===== src/rtl/tv80_pkg.sv =====
// Shared TV80 definitions: flag bit positions, ALU_Op codes, 16-bit op codes,
// and the state encoding of the 16-bit arithmetic sequencer.
package tv80_pkg;

  localparam int OP_W = 2;

  localparam int FLAG_C = 0;
  localparam int FLAG_N = 1;
  localparam int FLAG_P = 2;
  localparam int FLAG_X = 3;
  localparam int FLAG_H = 4;
  localparam int FLAG_Y = 5;
  localparam int FLAG_Z = 6;
  localparam int FLAG_S = 7;

  localparam logic [3:0] ALU_ADD = 4'b0000;
  localparam logic [3:0] ALU_ADC = 4'b0001;
  localparam logic [3:0] ALU_SUB = 4'b0010;
  localparam logic [3:0] ALU_SBC = 4'b0011;

  typedef enum logic [OP_W-1:0] {
    OP16_ADD = 2'b00,
    OP16_ADC = 2'b01,
    OP16_SBC = 2'b10
  } op16_e;

  typedef enum logic [1:0] {
    ST_IDLE = 2'b00,
    ST_LO   = 2'b01,
    ST_HI   = 2'b10,
    ST_DONE = 2'b11
  } seq_state_e;

  // The low pass of ADD HL,rr has no carry in; the high pass always chains it.
  function automatic logic [3:0] lo_alu_op(input op16_e op);
    case (op)
      OP16_ADC: lo_alu_op = ALU_ADC;
      OP16_SBC: lo_alu_op = ALU_SBC;
      default:  lo_alu_op = ALU_ADD;
    endcase
  endfunction

  function automatic logic [3:0] hi_alu_op(input op16_e op);
    case (op)
      OP16_SBC: hi_alu_op = ALU_SBC;
      default:  hi_alu_op = ALU_ADC;
    endcase
  endfunction

endpackage


===== src/rtl/tv80_alu16_seq.sv =====
// Runs ADD/ADC/SBC HL,rr through the external TV80 8-bit ALU as a low-byte
// pass followed by a high-byte pass, then reports the 16-bit result and flags.
//
// state   | meaning
// --------+------------------------------------------------------------
// IDLE    | waiting for start; ALU drive at rest values
// LO      | ALU computes the low byte from the issue flags
// HI      | ALU computes the high byte, chained on the low-byte flags
// DONE    | one-cycle done pulse; result/f_result valid and held
module tv80_alu16_seq
  import tv80_pkg::*;
(
  input  logic            clk,
  input  logic            reset_n,
  input  logic            start,
  input  logic [OP_W-1:0] op,
  input  logic [15:0]     a_in,
  input  logic [15:0]     b_in,
  input  logic [7:0]      f_in,
  output logic            busy,
  output logic            done,
  output logic [15:0]     result,
  output logic [7:0]      f_result,
  output logic [3:0]      alu_op,
  output logic [7:0]      alu_bus_a,
  output logic [7:0]      alu_bus_b,
  output logic            alu_arith16,
  output logic            alu_z16,
  output logic [7:0]      alu_f_in,
  input  logic [7:0]      alu_q,
  input  logic [7:0]      alu_f_out
);

  seq_state_e r_state;
  op16_e      r_op;
  logic [7:0] r_a_hi;
  logic [7:0] r_b_hi;
  logic [7:0] r_q_lo;
  logic       r_busy;
  logic       r_done;
  logic [15:0] r_result;
  logic [7:0] r_f_result;
  logic [3:0] r_alu_op;
  logic [7:0] r_alu_bus_a;
  logic [7:0] r_alu_bus_b;
  logic       r_alu_arith16;
  logic       r_alu_z16;
  logic [7:0] r_alu_f_in;

  op16_e w_op_map;

  assign w_op_map = (op == 2'b11) ? OP16_ADD : op16_e'(op);

  // The low-byte drive is registered straight from the issue inputs, so those
  // registers double as the latched low operand bytes and issue flags.
  always_ff @(posedge clk or negedge reset_n) begin
    if (!reset_n) begin
      r_state       <= ST_IDLE;
      r_op          <= OP16_ADD;
      r_a_hi        <= 8'h00;
      r_b_hi        <= 8'h00;
      r_q_lo        <= 8'h00;
      r_busy        <= 1'b0;
      r_done        <= 1'b0;
      r_result      <= 16'h0000;
      r_f_result    <= 8'h00;
      r_alu_op      <= ALU_ADD;
      r_alu_bus_a   <= 8'h00;
      r_alu_bus_b   <= 8'h00;
      r_alu_arith16 <= 1'b0;
      r_alu_z16     <= 1'b0;
      r_alu_f_in    <= 8'h00;
    end else begin
      r_done <= 1'b0;
      case (r_state)
        ST_IDLE: begin
          if (start) begin
            r_op          <= w_op_map;
            r_a_hi        <= a_in[15:8];
            r_b_hi        <= b_in[15:8];
            r_busy        <= 1'b1;
            r_alu_op      <= lo_alu_op(w_op_map);
            r_alu_bus_a   <= a_in[7:0];
            r_alu_bus_b   <= b_in[7:0];
            r_alu_f_in    <= f_in;
            r_alu_arith16 <= (w_op_map == OP16_ADD);
            r_alu_z16     <= 1'b0;
            r_state       <= ST_LO;
          end
        end
        ST_LO: begin
          r_q_lo        <= alu_q;
          r_alu_f_in    <= alu_f_out;
          r_alu_op      <= hi_alu_op(r_op);
          r_alu_bus_a   <= r_a_hi;
          r_alu_bus_b   <= r_b_hi;
          r_alu_arith16 <= (r_op == OP16_ADD);
          r_alu_z16     <= (r_op != OP16_ADD);
          r_state       <= ST_HI;
        end
        ST_HI: begin
          r_result      <= {alu_q, r_q_lo};
          r_f_result    <= alu_f_out;
          r_busy        <= 1'b0;
          r_done        <= 1'b1;
          r_alu_op      <= ALU_ADD;
          r_alu_bus_a   <= 8'h00;
          r_alu_bus_b   <= 8'h00;
          r_alu_arith16 <= 1'b0;
          r_alu_z16     <= 1'b0;
          r_alu_f_in    <= 8'h00;
          r_state       <= ST_DONE;
        end
        default: begin
          r_state <= ST_IDLE;
        end
      endcase
    end
  end

  assign busy        = r_busy;
  assign done        = r_done;
  assign result      = r_result;
  assign f_result    = r_f_result;
  assign alu_op      = r_alu_op;
  assign alu_bus_a   = r_alu_bus_a;
  assign alu_bus_b   = r_alu_bus_b;
  assign alu_arith16 = r_alu_arith16;
  assign alu_z16     = r_alu_z16;
  assign alu_f_in    = r_alu_f_in;

endmodule


===== config.mk =====
export PLATFORM = sky130hd
export DESIGN_NAME = tv80_alu16_seq
export DESIGN_NICKNAME = d
export VERILOG_FILES = /design/src/rtl/tv80_pkg.sv /design/src/rtl/tv80_alu16_seq.sv
export SDC_FILE = /design/constraint.sdc
export NUM_CORES = 1
export LEC_CHECK = 0
export BUFFER_PORTS_ARGS = -buffer_cell sky130_fd_sc_hd__buf_2
export CELL_PAD_IN_SITES_DETAIL_PLACEMENT = 1
export CELL_PAD_IN_SITES_GLOBAL_PLACEMENT = 2
export CORE_ASPECT_RATIO = 1.5
export CORE_MARGIN = 2
export CORE_UTILIZATION = 32
export DETAILED_ROUTE_END_ITERATION = 8
export GPL_TIMING_DRIVEN = 0
export PLACE_DENSITY_LB_ADDON = 0.08
export SLEW_MARGIN = 10
export SYNTH_ARGS = -nofsm -noshare
export SYNTH_HDL_FRONTEND = slang
export SYNTH_SLANG_ARGS = --single-unit
export TNS_END_PERCENT = 100

===== constraint.sdc =====
create_clock -name clk -period 2.1 [get_ports clk]
set_input_delay 0.42 -clock clk [delete_from_list [all_inputs] [get_ports clk]]
set_output_delay 0.42 -clock clk [all_outputs]
set_load 0.03 [all_outputs]

==> metrics.md <==
| Metric | Value |
|---|---|
| Antenna diodes | 0 |
| Die X | 90.10 µm |
| Post-synthesis cell type count | 23 |
| Antenna Violating Nets Remaining | 0 |
| Vias per std cell | 4.647 |
| CP endpoint kind | flip-flop |
| Post-synth EDFFs | 0 |
| Register area | 2052 µm² |
| Syn Inst Count | 292 |
| Total grt overflow | 0 |
| TritonCTS clock tree | done |
| Syn. warnings | 0 |
| Routed vias | 2649 |
| DIE HEIGHT | 133.2 µm |
| Mapped cell area | 3558 µm² |
| Reg2reg path depth | 6 |
| Synth top area share | 0.5767 |
| Dpl cells | 555 |
| Met2 usage | 0.2891 |
| Synth Flop Type | dfrtp_1 |
| Hold Crit Class | input port to async pin |
| Skew final | 0.003487 ns |
| Final hold vios | 0 |
| Area grow syn2layout | 30.45% |
| Post-CTS Setup Inserts | 0 |
| # nets final | 489 |
| FF-to-FF Start | r_state[1] |
| TritonCTS Sinks | 82 |
| Most used routing layer | met2 |
| Post-DP HPWL | 6607 µm |
| Final RePlAce weighted congestion | 0.7112 |
| Fin cells | 570 |
| # fillers | 1268 |
| Max Cap Viol | 0 |
| DRC viols | 0 |
| Max Slew Vio Count | 0 |
| Commonest cells post-synth | 82 x dfrtp_1, 50 x mux2_2, 38 x o21ai_0 |
| Sequential share of the synthesized area | 0.5767 |
| M3 GR Usage | 0.03167 |
| Multi-input gate area | 1350 µm² |
| H-tree depth | 3 |
| Initial Util | 0.3253 |
| Io pins | 117 |
| Count leader, synth | dfrtp_1 |
| Vias in the first global route | 2871 |
| Final Power | 8.326 mW |
| Root Driver | clkbuf_16 |
| Wire length per cell | 15.80 µm |
| Flop2flop setup slack | 0.21 ns |
| Worst setup SP type | flip-flop |
| Asr flop ratio synth | 1.000 |
| Pwr Density | 1794 nW/µm² |
| Layout cells sized above 1 | 0.4657 |
| Clk_lat worst skew | 0.33 ns |
| Routing usage on met1 | 0.1771 |
| GRT Util Overall | 0.1563 |
| Die area | 12000 µm² |
| Clk pin slew, worst setup/hold paths | 0.06 ns |
| Slew margin rel. | 0.6223 |
| Status | completed |
| Avg Inst Size Synth | 12.19 µm² |
| Clk buf depth | 2 |
| RSZ-0062 raised after global routing | false |
| Initial antenna violation count | 0 |
| Final period util | 0.9002 |
| Post-Route WL | 9004 µm |
| Setup TNS | 0 ns |
| Largest area contributor in the synthesized netlist | dfrtp_1 |
| Drt first-iter violations | 48 |
| Count of final setup violators | 0 |
| R2R Path End | alu_bus_b[2] |
| CP required | 2.32 ns |
| FF+latch count, synth | 82 |
| Row cnt | 47 |
| Max VDD drop | 0.8142 mV |
| First-pass GRT wire length | 14700 µm |
| Lkg Pwr | 2.190 nW |
| First drt pass iteration count | 4 |
| Crit path kind | flip-flop to flip-flop |
| Worst-margin pin slew | 0.5666 ns |
| Fmax | 529.0 MHz |
| Min Tclk post-route | 1.890 ns |
| Critical-path maximum fanout | 10 |
| Data arrival, critical path | 2.11 ns |
| I/O Buffers | 114 |
| TritonCTS buffer count | 9 |
| Top cells by area, synth | dfrtp_1 58%, mux2_2 16%, o21ai_0 5.3% |
| Core Region | 10940 µm² |
| Largest net degree at the start of global routing | 52 |
[metrics by stage]
step / setup WS, ns / hold WS [ns] / area (µm²) / utilization
2_1_floorplan: 0.5063 / 0.1244 / 3562 / -
3_3_place_gp: -0.1486 / 0.4639 / 4317 / 0.3946
3_5_place_dp: 0.1167 / 0.4013 / 4347 / 0.3974
4_1_cts: 0.09740 / 0.04279 / 4641 / 0.4243
5_1_grt: 0.01211 / 0.06190 / 4642 / 0.4244
6_report: 0.2096 / 0.03434 / 4642 / 0.4244
[logic make-up (layout without fill, tap and decap cells)]
logic type | after synthesis | count (layout) | share of synthesized area
buf+inv | 27 | 157 | 0.04501
other cells | 1 | 2 | 0.001054
flops | 82 | 82 | 0.5767
simple gates | 36 | 36 | 0.05978
fa+ha+maj | 9 | 9 | 0.03165
compound gates | 85 | 85 | 0.1206
mux | 52 | 52 | 0.1653
[critical path, stage by stage (launching register included)]
cell and delay [ns]:
dfrtp_1 0.43, inv_1 0.13, ha_1 0.38, clkbuf_1 0.47
nor2b_1 0.11, a21oi_1 0.17, o21ai_1 0.07
[repair_timing]
| action | CTS | global route |
|---|---|---|
| endpoints found under the hold margin | 0 | 0 |
| endpoints found under the setup margin | 0 | 1 |
| gates resized for setup | 0 | 2 |
| hold buffers | 0 | 0 |
[how the worst max path moves through the flow]
stage / startpoint / to / slack [ns] / cells past startpoint
floorplan: r_state[0] / alu_op[1] / 0.51 / 6
global placement: reset_n / r_a_hi[6] / -0.15 / 1
detailed placement: r_state[0] / alu_op[1] / 0.12 / 5
CTS: r_state[0] / alu_op[1] / 0.1 / 5
global route: r_state[0] / alu_bus_b[2] / 0.01 / 6
finish: r_state[1] / alu_bus_b[2] / 0.21 / 6
[sequential cells by signal, indices dropped and copies added, names as in the netlist]
name	count
result	16
alu_bus_a	8
alu_bus_b	8
alu_f_in	8
f_result	8
r_a_hi	8
r_b_hi	8
r_q_lo	8
alu_op	2
r_op	2
r_state	2
alu_arith16	1
alu_z16	1
busy	1
done	1
[report_power, final]
group,internal [mW],switching [mW]
logic,1.55,2.49
registers,2.37,0.365
clock network,0.942,0.612
[area by class of cell]
type,instances,area share
plain buffers,22,0.03073
clock buffers,10,0.05148
clock inverters,5,0.01186
inverters,5,0.004043
multi-input cells,184,0.2908
flip-flops and latches,82,0.4420
well taps,147,0.03962
repair buffers,115,0.1294
[placed cells by master (no fill, tap or decap), drive strengths merged, types with 3 or more instances in the layout]
master	count
nor2b	26
mux2	51
ha	9
a21oi	25
inv	5
nor2	3
buf	129
clkbuf	18
o21ai	58
dfrtp	82
nand2	4
[layer usage]
metal  part of all wire  up-vias
li1                   -     1256
met1               0.40     1317
met2               0.54       65
met3              0.042       11
met4              0.016        0
met5                  0        -
Note: power is estimated with default switching activity, not from simulation.
